$ cat config.mk
export PLATFORM = sky130hd
export DESIGN_NAME = bus_arbiter
export DESIGN_NICKNAME = d
export VERILOG_FILES = /design/src/rtl/bus_pkg.sv /design/src/rtl/rr_pick2.sv /design/src/rtl/bus_arbiter.sv
export SDC_FILE = /design/constraint.sdc
export NUM_CORES = 1
export LEC_CHECK = 0
export BUFFER_PORTS_ARGS = -buffer_cell sky130_fd_sc_hd__buf_4
export CAP_MARGIN = 20
export CORE_ASPECT_RATIO = 0.9
export CORE_MARGIN = 3
export CORE_UTILIZATION = 25
export DETAILED_ROUTE_END_ITERATION = 16
export GPL_TIMING_DRIVEN = 0
export HOLD_SLACK_MARGIN = 0.1
export PLACE_DENSITY_LB_ADDON = 0.15
export SLEW_MARGIN = 20
export SYNTH_ARGS = -nofsm -noshare
export SYNTH_HDL_FRONTEND = slang
export SYNTH_SLANG_ARGS = --single-unit
export TNS_END_PERCENT = 10
$ cat constraint.sdc
create_clock -name clock -period 2.55 [get_ports clock]
set_input_delay 0.51 -clock clock [delete_from_list [all_inputs] [get_ports clock]]
set_output_delay 0.51 -clock clock [all_outputs]
set_load 0.02 [all_outputs]
$ cat src/rtl/bus_pkg.sv
// Shared bus types for the two-master arbiter, the CPU and the loader.
package bus_pkg;

    typedef enum logic [1:0] {
        IDLE   = 2'd0,
        ACCESS = 2'd1,
        RESP   = 2'd2
    } arb_state_t;

    typedef struct packed {
        logic [31:0] addr;
        logic [31:0] data_w;
        logic [3:0]  mask_w;
    } bus_req_t;

endpackage

$ cat src/rtl/rr_pick2.sv
// Two-way winner selection: round-robin on ties, or fixed priority to master 0.
module rr_pick2 #(
    parameter int ROUND_ROBIN = 1
) (
    input  logic req0,
    input  logic req1,
    input  logic last,
    output logic winner,
    output logic valid
);

    // NOTE: every output gets a default first so no latch is inferred.
    always_comb begin
        valid  = req0 | req1;
        winner = 1'b0;
        if (req0 && req1) begin
            winner = (ROUND_ROBIN != 0) ? ~last : 1'b0;
        end else if (req1) begin
            winner = 1'b1;
        end
    end

endmodule

$ cat src/rtl/bus_arbiter.sv
// Arbitrates two masters onto one registered memory bus: IDLE -> ACCESS -> RESP.
module bus_arbiter
    import bus_pkg::*;
#(
    parameter int ROUND_ROBIN = 1
) (
    input  logic        clock,
    input  logic        reset,
    input  logic        m0_req,
    input  logic [31:0] m0_addr,
    input  logic [31:0] m0_data_w,
    input  logic [3:0]  m0_mask_w,
    output logic        m0_ack,
    output logic [31:0] m0_data_r,
    input  logic        m1_req,
    input  logic [31:0] m1_addr,
    input  logic [31:0] m1_data_w,
    input  logic [3:0]  m1_mask_w,
    output logic        m1_ack,
    output logic [31:0] m1_data_r,
    output logic [31:0] bus_addr,
    output logic [31:0] bus_data_w,
    output logic [3:0]  bus_mask_w,
    input  logic [31:0] bus_data_r
);

    arb_state_t state;
    logic       gnt;
    logic       last;
    bus_req_t   bus_q;
    bus_req_t   m0_fields;
    bus_req_t   m1_fields;
    logic       pick_winner;
    logic       pick_valid;
    logic       other_req;

    assign m0_fields = {m0_addr, m0_data_w, m0_mask_w};
    assign m1_fields = {m1_addr, m1_data_w, m1_mask_w};

    // The master just served is ignored in RESP; only the other one may chain in.
    assign other_req = gnt ? m0_req : m1_req;

    rr_pick2 #(
        .ROUND_ROBIN(ROUND_ROBIN)
    ) u_pick (
        .req0  (m0_req),
        .req1  (m1_req),
        .last  (last),
        .winner(pick_winner),
        .valid (pick_valid)
    );

    // NOTE: sequential state uses non-blocking assignments only.
    always_ff @(posedge clock or posedge reset) begin
        if (reset) begin
            state <= IDLE;
            gnt   <= 1'b0;
            last  <= 1'b1;
            bus_q <= '0;
        end else begin
            case (state)
                IDLE: begin
                    if (pick_valid) begin
                        bus_q <= pick_winner ? m1_fields : m0_fields;
                        gnt   <= pick_winner;
                        last  <= pick_winner;
                        state <= ACCESS;
                    end else begin
                        bus_q.mask_w <= '0;
                    end
                end
                ACCESS: begin
                    bus_q.mask_w <= '0;
                    state        <= RESP;
                end
                RESP: begin
                    if (other_req) begin
                        bus_q <= gnt ? m0_fields : m1_fields;
                        gnt   <= ~gnt;
                        last  <= ~gnt;
                        state <= ACCESS;
                    end else begin
                        state <= IDLE;
                    end
                end
                default: state <= IDLE;
            endcase
        end
    end

    assign bus_addr   = bus_q.addr;
    assign bus_data_w = bus_q.data_w;
    assign bus_mask_w = bus_q.mask_w;

    assign m0_ack    = (state == RESP) && !gnt;
    assign m1_ack    = (state == RESP) && gnt;
    assign m0_data_r = m0_ack ? bus_data_r : '0;
    assign m1_data_r = m1_ack ? bus_data_r : '0;

endmodule

==> results.sh <==
export IMPL_synth_compound_area_share_pct=32.17
export IMPL_finClkSkew_ns=0.008433
export IMPL_synth_seq_cells=72
export IMPL_cts_tree="done"
export IMPL_power_leakage_nw=3.763
export IMPL_yosysSeqAreaShare_pct=35.52
export IMPL_floorplan_initialDensity_pct=25.93
export IMPL_grt_ovfl_total=0
export IMPL_drt_first_pass_iters=8
export IMPL_cp_arrival_ns=1.98
export IMPL_place_inst=1074
export IMPL_end_kind="output pin"
export IMPL_crit_fanout=10
export IMPL_dr_first_iter_drc_count=636
export IMPL_place_congestion=0.8125
export IMPL_holdBufCountCts=0
export IMPL_cts_root_buf="clkbuf_16"
export IMPL_clock_power_share_pct=13.9
export IMPL_yosysWarnings=0
export IMPL_min_path_type="in -> async"
export IMPL_port_buffers=304
export IMPL_clk_path_buf_depth=2
export IMPL_worst_pin_slew_ns=0.6672
export IMPL_power_frac_seq_pct=21.9
export IMPL_synth_top_family_by_area="compound AO/OA/AOI/OAI gates"
export IMPL_max_freq_mhz=401.1
export IMPL_grt_pass1_vias=5719
export IMPL_num_rows=48
export IMPL_avgSynthCellArea_um2=9.781
export IMPL_cts_htree_levels=3
export IMPL_path_clk_slew_ns=0.06
export IMPL_diodes=0
export IMPL_ir_worst_vdd_uv=374.5
export IMPL_synth_xor_area_share_pct=0
export IMPL_layoutNonFillerInstCount=1088
export IMPL_period_needed_ns=2.493
export IMPL_fp_dieH_um=141.2
export IMPL_cts_made_buffers=9
export IMPL_maxCapViolCount=0
export IMPL_dpl_instance_area_um2=7701
export IMPL_yosys_cell_types_count=34
export IMPL_place_hpwl_um=16210
export IMPL_syn_cell_area_um2=5076
export IMPL_viasPerCell=5.275
export IMPL_power_switching_mw=4.184
export IMPL_drc=0
export IMPL_ioPinCount=306
export IMPL_synthSimpleGateAreaFrac_pct=9.539
export IMPL_status="finished clean"
export IMPL_synth_fp_nets=695
export IMPL_drv_slew=0
export IMPL_power_density_nw_per_um2=1141
export IMPL_core_area_um2=19580
export IMPL_period_share_pct=97.76
export IMPL_antenna_found_initial=0
export IMPL_synth_adder_area_share_pct=0.9860
export IMPL_synth_cells=519
export IMPL_crit_required_ns=2.04
export IMPL_grtUsageTotal_pct=18.48
export IMPL_insertion_delay_ns=0.34
export IMPL_vias=5739
export IMPL_antenna_left=0
export IMPL_p_int_mw=4.984
export IMPL_worstSetupPathType="reg -> out"
export IMPL_die_area_um2=22050
export IMPL_most_common_layout_cells="306 x buf_4, 71 x dfrtp_1, 64 x mux2_2, 64 x a222oi_1, 64 x o31ai_1"
export IMPL_final_area_um2=8033
export IMPL_register_area_um2=1803
export IMPL_synthToLayoutAreaGrowth_pct=58.24
export IMPL_swShare_pct=45.64
export IMPL_routed_wl_um=21230
export IMPL_critPathLaunchType="flip-flop"
export IMPL_synthMuxAreaShare_pct=15.18
export IMPL_layout_setup_ws_ns=0.05706
export IMPL_grt_max_degree=43
export IMPL_num_nets_final=1010
export IMPL_p_comb_share_pct=64.2
export IMPL_drive_above_1_share_pct=50.60
export IMPL_clock_sinks=72
export IMPL_multiInputGateArea_um2=2950
export IMPL_grt_pass1_wl_um=32480
export IMPL_utilization_pct=41.03
export IMPL_n_fill_cell=2029
export IMPL_hold_violations=0
export IMPL_dieWidth_um=156.2
export IMPL_wl_per_cell_um=19.51
export IMPL_dp_slack_ns=-0.1551
export IMPL_maxSlewHeadroom_pct=55.52
export IMPL_rsz0062_at_grt="true"
export IMPL_setup_violations=0
export IMPL_final_common_cell="buf_4"
export IMPL_rrSetupSlack_ns=0.25
==> final timing paths <==
| path | start | end | cells past startpoint |
|---|---|---|---|
| hold / removal | reset | bus_addr[5] | 2 |
| setup reg to reg | state[0] | bus_data_w[11] | 8 |
| min in group clock | bus_addr[28] | bus_addr[28] | 2 |
| hold reg to reg | bus_addr[28] | bus_addr[28] | 2 |
| max in group asynchronous | reset | last | 3 |
| setup / recovery | state[0] | m1_data_r[17] | 7 |
==> kinds of logic after synthesis <==
group	count (synthesis)
fa+ha+maj	4
simple gates	81
buf+inv	75
flops	72
mux	69
compound gates	218
==> critical path: stages, from the launching register on <==
cell	delay, ns
dfrtp_1	0.41
inv_1	0.14
ha_4	0.21
buf_8	0.17
buf_4	0.20
clkbuf_4	0.20
and3_1	0.17
buf_4	0.14
==> Yosys cell counts, drive strengths merged <==
library cell	count	area, µm²
dfrtp	71	1777
o21ai	67	335.3
a222oi	64	640.6
mux2	64	720.7
o31ai	64	480.5
clkbuf	40	150.1
and3	33	206.5
and2	32	200.2
buf	29	162.7
nand2	8	30.03
a21oi	6	33.78
inv	6	22.52
mux2i	5	50.05
a32oi	4	35.03
ha	4	50.05
nor2	4	22.52
o21a	4	30.03
o221ai	4	35.03
nand2b	2	12.51
a211oi	1	7.510
a21boi	1	11.26
a31oi	1	6.260
dfstp	1	26.28
nor2b	1	6.260
o311ai	1	8.760
o41ai	1	8.760
or2	1	6.260
==> final cells by class <==
cell class,instances,area share (%)
multi-input combinational,372,36.73
tap,250,3.894
clock buffer,12,3.069
buffer,68,4.268
timing repair buffer,305,28.75
sequential,72,22.45
inverter,6,0.3115
clock inverter,3,0.5296
==> power by group through the flow <==
stage / clock (mW) / sequential, mW / combinational [mW]
2_1_floorplan: 0 / 2.59 / 3.03
3_3_place_gp: 0 / 2.02 / 5.89
3_5_place_dp: 0 / 2.01 / 5.92
4_1_cts: 1.30 / 2.01 / 5.96
5_1_grt: 1.34 / 2.08 / 6.45
6_report: 1.27 / 2.01 / 5.89
==> metal layers <==
| layer | up-vias | global-route usage [%] | share of wire, % |
|---|---|---|---|
| met5 | - | 0 | 0 |
| met4 | 0 | 3.915 | 1.3 |
| met3 | 19 | 5.187 | 7.2 |
| met2 | 185 | 29.50 | 46 |
| met1 | 2791 | 25.07 | 45 |
| li1 | 2744 | - | - |
==> metrics by stage <==
| step | hold WS [ns] | TNS (ns) | total power, mW |
|---|---|---|---|
| after floorplan | 0.5500 | 0 | 5.614 |
| after global routing | 0.2203 | -0.9537 | 9.873 |
| final | 0.1883 | 0 | 9.168 |
| after CTS | 0.1989 | 0 | 9.275 |
| after detailed placement | 0.4836 | -2.697 | 7.931 |
| after global placement | 0.4835 | -76.66 | 7.903 |
==> state kept, by name, summed over array words and instances, names as in the netlist <==
name and cells:
bus_mask_w 4, gnt 1, bus_data_w 32, last 1
state 2, bus_addr 32
==> what timing repair did <==
| action | in CTS | in global routing |
|---|---|---|
| pin swaps | 0 | 0 |
| resized for setup | 14 | 9 |
| endpoints found under the setup margin | 61 | 52 |
| setup buffers | 0 | 0 |
(Power assumes the default switching activity.)
